<file path="src/rtl/midi_sysex_tx.sv">
// midi_sysex_tx: reads every synth patch parameter over the controller data bus
// on a dump request. It packs each bank into one sysex message
// (F0 id dev bank data.. csum F7) and shifts the messages out back-to-back as
// MIDI UART on midi_txd.
module midi_sysex_tx #(
    parameter int         CLK_HZ   = 50000000,
    parameter int         BAUD     = 31250,
    parameter logic [7:0] MANUF_ID = 8'h7D,
    parameter int         N_BANKS  = 5,
    parameter int         N_PARAM  = 128
) (
    input  logic               data_clk,
    input  logic               reg_reset_N,
    input  logic               dump_req,
    input  logic [3:0]         midi_ch,
    output logic               rd_en,
    output logic [N_BANKS-1:0] rd_sel,
    output logic [6:0]         rd_adr,
    input  logic [7:0]         rd_data,
    output logic               midi_txd,
    output logic               busy,
    output logic               done
);

    localparam int BIT_CYC = CLK_HZ / BAUD;
    localparam int BCW     = $clog2(BIT_CYC + 1);
    localparam int BKW     = (N_BANKS > 1) ? $clog2(N_BANKS) : 1;
    localparam logic [BCW-1:0]     BC_LAST   = BCW'(BIT_CYC - 1);
    localparam logic [6:0]         LAST_ADR  = 7'(N_PARAM - 1);
    localparam logic [BKW-1:0]     LAST_BANK = BKW'(N_BANKS - 1);
    localparam logic [N_BANKS-1:0] SEL_LSB   = N_BANKS'(1);

    typedef enum logic [2:0] {S_IDLE, S_HDR, S_DATA, S_CSUM, S_EOX, S_DONE} state_t;

    // Two's-complement of the running data sum, reduced to 7 bits.
    function automatic logic [6:0] csum7(input logic [13:0] s);
        return 7'(14'd0 - s);
    endfunction

    state_t             state_q, state_d;
    logic [1:0]         hdr_idx_q, hdr_idx_d;
    logic [BKW-1:0]     bank_q, bank_d;
    logic [6:0]         adr_q, adr_d;
    logic [3:0]         ch_q, ch_d;
    logic [13:0]        sum_q, sum_d;
    logic               busy_q, busy_d, done_q, done_d;
    logic               req_q, req_d, have_q, have_d;
    logic [7:0]         dat_q, dat_d;
    logic [1:0]         pipe_q, pipe_d;
    logic               arm_q;
    logic               rd_en_q, rd_en_d;
    logic [N_BANKS-1:0] rd_sel_q, rd_sel_d;
    logic [6:0]         rd_adr_q, rd_adr_d;

    logic               txd_q, act_q;
    logic [8:0]         sh_q;
    logic [3:0]         bit_q;
    logic [BCW-1:0]     baud_q;

    logic               ld_s, tx_free_s;
    logic [7:0]         ld_byte_s;

    // The shifter can take a byte when idle or in the last cycle of a stop bit,
    // which is what makes the inter-byte gap zero.
    assign tx_free_s = !act_q || ((baud_q == {BCW{1'b0}}) && (bit_q == 4'd0));

    // Next-state, byte selection and parameter fetch control.
    always_comb begin
        state_d   = state_q;
        hdr_idx_d = hdr_idx_q;
        bank_d    = bank_q;
        adr_d     = adr_q;
        ch_d      = ch_q;
        sum_d     = sum_q;
        busy_d    = busy_q;
        done_d    = 1'b0;
        req_d     = req_q;
        have_d    = have_q;
        dat_d     = dat_q;
        pipe_d    = {pipe_q[0], rd_en_q};
        rd_en_d   = 1'b0;
        rd_sel_d  = {N_BANKS{1'b0}};
        rd_adr_d  = rd_adr_q;
        ld_s      = 1'b0;
        ld_byte_s = 8'h00;
        // Read data is valid two cycles after the strobe.
        if (pipe_q[1]) begin
            have_d = 1'b1;
            dat_d  = rd_data & 8'h7F;
        end else begin
            have_d = have_q;
        end
        case (state_q)
            S_IDLE: begin
                if (dump_req && arm_q) begin
                    state_d   = S_HDR;
                    busy_d    = 1'b1;
                    ch_d      = midi_ch;
                    bank_d    = {BKW{1'b0}};
                    hdr_idx_d = 2'd0;
                end else begin
                    state_d = S_IDLE;
                end
            end
            S_HDR: begin
                if (tx_free_s) begin
                    ld_s      = 1'b1;
                    hdr_idx_d = hdr_idx_q + 2'd1;
                    case (hdr_idx_q)
                        2'd0: begin
                            ld_byte_s = 8'hF0;
                            sum_d     = 14'd0;
                        end
                        2'd1:    ld_byte_s = MANUF_ID & 8'h7F;
                        2'd2:    ld_byte_s = {4'h0, ch_q};
                        default: ld_byte_s = {1'b0, 7'(bank_q)};
                    endcase
                    if (hdr_idx_q == 2'd3) begin
                        state_d = S_DATA;
                        adr_d   = 7'd0;
                        req_d   = 1'b0;
                    end else begin
                        state_d = S_HDR;
                    end
                end else begin
                    state_d = S_HDR;
                end
            end
            S_DATA: begin
                if (tx_free_s && have_q) begin
                    ld_s      = 1'b1;
                    ld_byte_s = dat_q;
                    sum_d     = sum_q + {6'd0, dat_q};
                    have_d    = 1'b0;
                    req_d     = 1'b0;
                    adr_d     = adr_q + 7'd1;
                    if (adr_q == LAST_ADR) begin
                        state_d = S_CSUM;
                    end else begin
                        state_d = S_DATA;
                    end
                end else if (!req_q) begin
                    // Fetch the next parameter while the current byte shifts out.
                    rd_en_d  = 1'b1;
                    rd_sel_d = SEL_LSB << bank_q;
                    rd_adr_d = adr_q;
                    req_d    = 1'b1;
                end else begin
                    state_d = S_DATA;
                end
            end
            S_CSUM: begin
                if (tx_free_s) begin
                    ld_s      = 1'b1;
                    ld_byte_s = {1'b0, csum7(sum_q)};
                    state_d   = S_EOX;
                end else begin
                    state_d = S_CSUM;
                end
            end
            S_EOX: begin
                if (tx_free_s) begin
                    ld_s      = 1'b1;
                    ld_byte_s = 8'hF7;
                    if (bank_q == LAST_BANK) begin
                        state_d = S_DONE;
                    end else begin
                        bank_d    = bank_q + {{(BKW-1){1'b0}}, 1'b1};
                        hdr_idx_d = 2'd0;
                        state_d   = S_HDR;
                    end
                end else begin
                    state_d = S_EOX;
                end
            end
            S_DONE: begin
                // Busy drops the cycle after the final stop bit ends.
                if (tx_free_s) begin
                    state_d = S_IDLE;
                    busy_d  = 1'b0;
                    done_d  = 1'b1;
                end else begin
                    state_d = S_DONE;
                end
            end
            default: begin
                state_d = S_IDLE;
                busy_d  = 1'b0;
            end
        endcase
    end

    // Control state registers; arm_q blocks a request on the reset release edge.
    always_ff @(posedge data_clk or negedge reg_reset_N) begin
        if (!reg_reset_N) begin
            state_q   <= S_IDLE;
            hdr_idx_q <= 2'd0;
            bank_q    <= {BKW{1'b0}};
            adr_q     <= 7'd0;
            ch_q      <= 4'd0;
            sum_q     <= 14'd0;
            busy_q    <= 1'b0;
            done_q    <= 1'b0;
            req_q     <= 1'b0;
            have_q    <= 1'b0;
            dat_q     <= 8'h00;
            pipe_q    <= 2'd0;
            arm_q     <= 1'b0;
            rd_en_q   <= 1'b0;
            rd_sel_q  <= {N_BANKS{1'b0}};
            rd_adr_q  <= 7'd0;
        end else begin
            state_q   <= state_d;
            hdr_idx_q <= hdr_idx_d;
            bank_q    <= bank_d;
            adr_q     <= adr_d;
            ch_q      <= ch_d;
            sum_q     <= sum_d;
            busy_q    <= busy_d;
            done_q    <= done_d;
            req_q     <= req_d;
            have_q    <= have_d;
            dat_q     <= dat_d;
            pipe_q    <= pipe_d;
            arm_q     <= 1'b1;
            rd_en_q   <= rd_en_d;
            rd_sel_q  <= rd_sel_d;
            rd_adr_q  <= rd_adr_d;
        end
    end

    // UART shifter: start bit on load, then 8 data bits LSB first and a stop bit.
    always_ff @(posedge data_clk or negedge reg_reset_N) begin
        if (!reg_reset_N) begin
            txd_q  <= 1'b1;
            act_q  <= 1'b0;
            sh_q   <= 9'h1FF;
            bit_q  <= 4'd0;
            baud_q <= {BCW{1'b0}};
        end else if (ld_s) begin
            txd_q  <= 1'b0;
            act_q  <= 1'b1;
            sh_q   <= {1'b1, ld_byte_s};
            bit_q  <= 4'd9;
            baud_q <= BC_LAST;
        end else if (act_q) begin
            if (baud_q == {BCW{1'b0}}) begin
                if (bit_q == 4'd0) begin
                    act_q <= 1'b0;
                    txd_q <= 1'b1;
                end else begin
                    txd_q  <= sh_q[0];
                    sh_q   <= {1'b1, sh_q[8:1]};
                    bit_q  <= bit_q - 4'd1;
                    baud_q <= BC_LAST;
                end
            end else begin
                baud_q <= baud_q - {{(BCW-1){1'b0}}, 1'b1};
            end
        end else begin
            txd_q <= 1'b1;
        end
    end

    assign midi_txd = txd_q;
    assign busy     = busy_q;
    assign done     = done_q;
    assign rd_en    = rd_en_q;
    assign rd_sel   = rd_sel_q;
    assign rd_adr   = rd_adr_q;

endmodule

</file>
<file path="config.mk">
export PLATFORM = sky130hd
export DESIGN_NAME = midi_sysex_tx
export DESIGN_NICKNAME = d
export VERILOG_FILES = /design/src/rtl/midi_sysex_tx.sv
export SDC_FILE = /design/constraint.sdc
export NUM_CORES = 1
export LEC_CHECK = 0
export ABC_AREA = 0
export ABC_CLOCK_PERIOD_IN_PS = 8100
export BUFFER_PORTS_ARGS = -buffer_cell sky130_fd_sc_hd__buf_2
export CORE_ASPECT_RATIO = 1.5
export CORE_MARGIN = 2
export CORE_UTILIZATION = 50
export CTS_BUF_LIST = sky130_fd_sc_hd__clkbuf_4
export DETAILED_ROUTE_END_ITERATION = 6
export HOLD_SLACK_MARGIN = 0.15
export PLACE_DENSITY_LB_ADDON = 0.15
export SETUP_SLACK_MARGIN = 0.05
export SYNTH_ARGS = -nofsm -noshare
export SYNTH_HDL_FRONTEND = slang
export SYNTH_SLANG_ARGS = --single-unit
</file>
<file path="constraint.sdc">
create_clock -name data_clk -period 8.1 [get_ports data_clk]
set_input_delay 0 -clock data_clk [delete_from_list [all_inputs] [get_ports data_clk]]
set_output_delay 0 -clock data_clk [all_outputs]
set_load 0.03 [all_outputs]
</file>
* Yosys cells after proc, flatten, opt, wreduce, memory -nomap -nowiden
Index checks and enable logic that the tools add are counted.
** Storage, ports and cells
- Bits in registers :: 86
- Input bits :: 15
- Output and inout bits :: 16
- Logic and storage cells :: 154
** Operators by class
- Add/subtract/negate cells :: 7
- Eq/ne operators :: 22
- Shifts and indexed selects :: 1
- Mux-type cells :: 74
- Bitwise operators :: 3
- Reduce and logical (&&, ||, !) cells :: 26
** Operators by type and width (number)
- 11-bit 2-to-1 mux :: 4
- 14-bit 2-to-1 mux :: 3
- 9-bit 2-to-1 mux :: 4
- 7-bit 2-to-1 mux :: 5
- 8-bit one-hot mux with 4 select lines :: 1
- 3-bit 2-to-1 mux :: 10
- 14-bit one-hot mux with 2 select lines :: 1
- 1-bit 2-to-1 mux :: 24
- 8-bit one-hot mux with 3 select lines :: 1
- 3-bit one-hot mux with 6 select lines :: 1
- 4-bit 2-to-1 mux :: 4
- 8-bit 2-to-1 mux :: 2
- 2-bit != test (second input constant) :: 8
- 5-bit 2-to-1 mux :: 3
- 14-bit by 7-bit adder with 14-bit output :: 1
- 7-bit one-hot mux with 2 select lines :: 1
- 3-bit AND reduction :: 4
- 4-bit AND reduction :: 3
- 11-bit zero test :: 1
- 11-bit by 1-bit subtractor with 11-bit output (second input constant) :: 1
- 2-bit 2-to-1 mux :: 5
- 3-bit equality test (second input constant) :: 3
- 2-bit nonzero test :: 4
- 7-bit by 1-bit adder with 7-bit output (second input constant) :: 1
- other kinds (29) :: 38

* Logic depth before layout (Yosys ltp)
- Depth after elaboration :: 8
- Gate-level depth with buffers :: 11
- Mapped depth without buffers :: 8

* Worst setup path before layout
No wires, ideal clock.
- Kind :: reg-to-reg
- Start :: register bit_q[0]
- End :: register sum_q[6]
- Library setup time :: 0.121 ns
- Arrival time :: 2.507 ns
- Required time :: 7.979 ns
- Path slack :: 5.472 ns
- Stages on the path, launching flop included :: 9
- Buffers on the path :: 1
- Period minus slack after synthesis :: 2.628 ns
- Cells stage by stage :: dfrtp_1 inv_1 ha_1 or4b_2 or4_4 buf_6 a221o_1 o21bai_1 a22o_1
** Between the ends
- Word-level cells in the longest chain between the ends :: 6
- Elaborated cells on any way between the ends :: 7
- Those cells by class :: eq/ne: 2; reduce/logical: 5
** Ends and longest elaborated chain
- from (decl) :: line 57 : logic [3:0] bit_q;
- from (signal assigned) :: line 254 : bit_q <= bit_q - 4'd1;
- 4-bit zero test * :: line 65 : assign tx_free_s = !act_q || ((baud_q == {BCW{1'b0}}) && (bit_q == 4'd0));
- 1-bit logical AND * :: line 65
- 1-bit logical OR * :: line 65
- 1-bit logical AND :: line 130 : if (tx_free_s && have_q) begin
- 2-bit != test (no line)
- 4-bit AND reduction (no line) *
- to (signal assigned) :: line 218 : sum_q <= sum_d;
- to (decl) :: line 45 : logic [13:0] sum_q, sum_d;
Mark *: on every way between the ends. The rest lies on a longest branch, timed or not.
A chain may end at the register's enable or synchronous reset.

* Final worst setup path
- Start :: register baud_q[0]
- End :: register rd_adr_q[0], in the netlist rd_adr[0]
** Between the ends
- Word-level cells in the longest chain between the ends :: 6
** Ends and longest elaborated chain
- from (decl) :: line 58 : logic [BCW-1:0] baud_q;
- from (signal assigned) :: line 239 : baud_q <= {BCW{1'b0}};
- from (signal assigned) :: line 258 : baud_q <= baud_q - {{(BCW-1){1'b0}}, 1'b1};
- 11-bit zero test :: line 65
- 1-bit logical AND :: line 65
- 1-bit logical OR :: line 65
- 1-bit logical AND :: line 130
- 1-bit inverter (no line)
- 3-bit AND reduction (no line)
- to (signal assigned) :: line 228 : rd_adr_q <= rd_adr_d;
- to (decl) :: line 53 : logic [6:0] rd_adr_q, rd_adr_d;
No other way between the ends.

==> results.md <==
- CTS Sinks: 78
- LEAKAGE: approximately 0.0022 µW
- Dpl hpwl: roughly 6500 µm
- Gr usage total: around 22%
- Total wire length: 9240 µm
- Via density: 5.73
- Post-synth ARST share: 100%
- Number of global-route vias before repair: about 3200
- Final Hold Fails: 0
- H-tree depth: 3
- Synthesized area per cell: about 10 µm²
- Syn_nets: 450
- HP Class: in2async
- Primary FF master, synth: dfrtp_1
- Final setup fails: 0
- Routed Antenna Nets: 0
- Min Hold Slack: 0.229 ns
- Commonest non-fill, non-tap cell in the layout: dfrtp_1
- Max-slew violations: 0
- TritonCTS buffer count: 9
- Placed Cells: 535
- Worst Skew: 0.00927 ns
- Placement Setup Slack: 4.86 ns
- CP endpoint kind: flip-flop
- # diodes: 0
- Post-route cell area: between 4000 and 5000 µm²
- Die area: between 9000 and 10000 µm²
- Slew @ Worst Pin: 0.983 ns
- Post-synthesis cell area: approximately 4200 µm²
- Register area share after synthesis: 46.5%
- Worst-path fanout max: 13
- Remaining DRCs: 0
- Tcrit/Tclk final: around two fifths
- Synth warn: 0
- EDFF count, synth: 0
- Clock tree root driver cell: clkbuf_4
- CTS tree: done
- Setup TNS Final: 0 ns
- CTS clk-pin slew, worst paths: between 0.1 and 0.15 ns
- Initial cell density of the core: 50.8%
- First DRT Iteration DRCs: 236
- Drt pass-1 iters: 4
- MaxCap Viol Count: 0
- WL/cell: 16.4 µm
- Max Root-Sink Buffers: 2
- Layout Nets: 488
- Synth cell types: 66
- Type of the worst setup path: reg2reg
- Max VDD drop: 104 µV
- Worst slew margin: between 30% and 40%
- Number of synthesized register bits: 78
- Share of cells above drive strength 1: 19.9%
- Status: completed
- Final worst slack: 4.83 ns
- Synth Instances: 414
- Pwr dens: 132 nW/µm²
- Clock latency on the worst-skew pair: about 0.44 ns
- Io pins: 31
- WP data required: 8.43 ns
- Grt ovf: 0
- Pin count of the biggest net entering global routing: 79
- WP data arrival: 3.60 ns
- GP Congestion: around 0.84
- Cell Count, Final, Fillers Out: roughly 560
- Die height: 117 µm
- Unrepaired setup endpoints after global routing: no
- DR vias: between 3000 and 4000
- Core Area: approximately 8300 µm²
- Fmax: between 300 and 400 MHz
- Die X: around 80 µm
- Most frequent cells in the layout: dfrtp_1 (69), nand2_1 (37), nor2_1 (32), buf_2 (28), o21ai_0 (26)
- Shortest period the worst path allows: ~3.3 ns
- Initial antenna violation count: 0
- Area after DPL: between 4000 and 5000 µm²
- First-pass GRT wire length: around 16000 µm
- IO Port Bufs: 29
- Area Overhead vs Synth: 10.8%
- Postcts setup bufs: 0
- CP Launch Type: flip-flop
- Cell Rows: 41
## power breakdown
group | internal (µW) | switching, µW
sequential | 390 | 0.0849
clock | 79.5 | 133
combinational | 6.64 | 9.37
## final timing paths
| kind | cells after the start | startpoint | end | slack, ns |
|---|---|---|---|---|
| max reg2reg | 7 | baud_q[0] | rd_adr[0] | 4.83 |
| max | 7 | baud_q[0] | rd_adr[0] | 4.83 |
| min in group data_clk | 4 | rd_data[6] | dat_q[6] | 0.31 |
| min reg2reg | 0 | pipe_q[0] | pipe_q[1] | 0.36 |
| max in group asynchronous | 2 | reg_reset_N | adr_q[6] | 7.21 |
| min | 2 | reg_reset_N | rd_adr[6] | 0.23 |
## cells in the mapped netlist, types with 7 or more instances
cell type,n,area share (%)
dfrtp_1,69,41
nand2_1,37,3.3
nor2_1,32,2.8
o21ai_0,26,3.1
a21oi_1,23,2.7
inv_1,21,1.9
mux2_2,21,5.6
ha_1,20,5.9
dfstp_2,9,5.6
nand3_1,9,1.1
xor2_1,9,1.9
clkbuf_1,8,0.71
nor3_1,7,0.83
xnor2_1,7,1.5
## metal layers
metal / routed length, µm / global-route usage (%)
met3: 247 / 4.95
met1: 4000 / 26.9
met5: 0 / 0
met4: 203 / 8.62
met2: 4790 / 37.7
## what timing repair did
item / 4_1_cts / 5_1_grt
hold buffers: 13 / 0
gates resized for setup: 0 / 0
hold endpoints to repair: 82 / 0
## through the flow
| stage | power, µW | util (%) |
|---|---|---|
| floorplan | 398 | - |
| global placement | 409 | 53.3 |
| detailed placement | 409 | 53.3 |
| CTS | 625 | 56.3 |
| global route | 642 | 56.3 |
| finish | 619 | 56.3 |
## layout make-up
cell class	instances	area, µm²
Clock buffer	14	105
Clock inverter	2	8.76
Fill cell	776	3630
Inverter	21	78.8
Multi-Input combinational cell	299	2100
Sequential cell	78	1960
Tap cell	107	134
Timing Repair Buffer	43	285
## cells by family after synthesis
| kind of cell | synth area share, % |
|---|---|
| compound gates | 17.5 |
| xor+xnor | 3.32 |
| fa+ha+maj | 6.41 |
| buf+inv | 3.68 |
| flops | 46.5 |
| mux | 6.79 |
| other cells | 0.0889 |
| simple gates | 15.7 |
## sequential cells by signal (all words and copies together), names as in the netlist
register,count
rd_en,1
bit_q,4
adr_q,7
pipe_q,2
midi_txd,1
rd_sel,5
req_q,1
ch_q,4
sh_q,8
done,1
dat_q,7
baud_q,11
act_q,1
arm_q,1
state_q,3
busy,1
have_q,1
hdr_idx_q,2
rd_adr,7
bank_q,3
sum_q,7
## worst max-delay path, cell delays in order (launching register included)
cell and delay [ns]:
dfrtp_1 0.42, inv_1 0.10, ha_1 0.16, or3b_1 0.52, or4_4 0.66, nand2_1 0.33
a211o_1 0.57, mux2_2 0.40
Note: power is estimated with default switching activity, not from simulation.
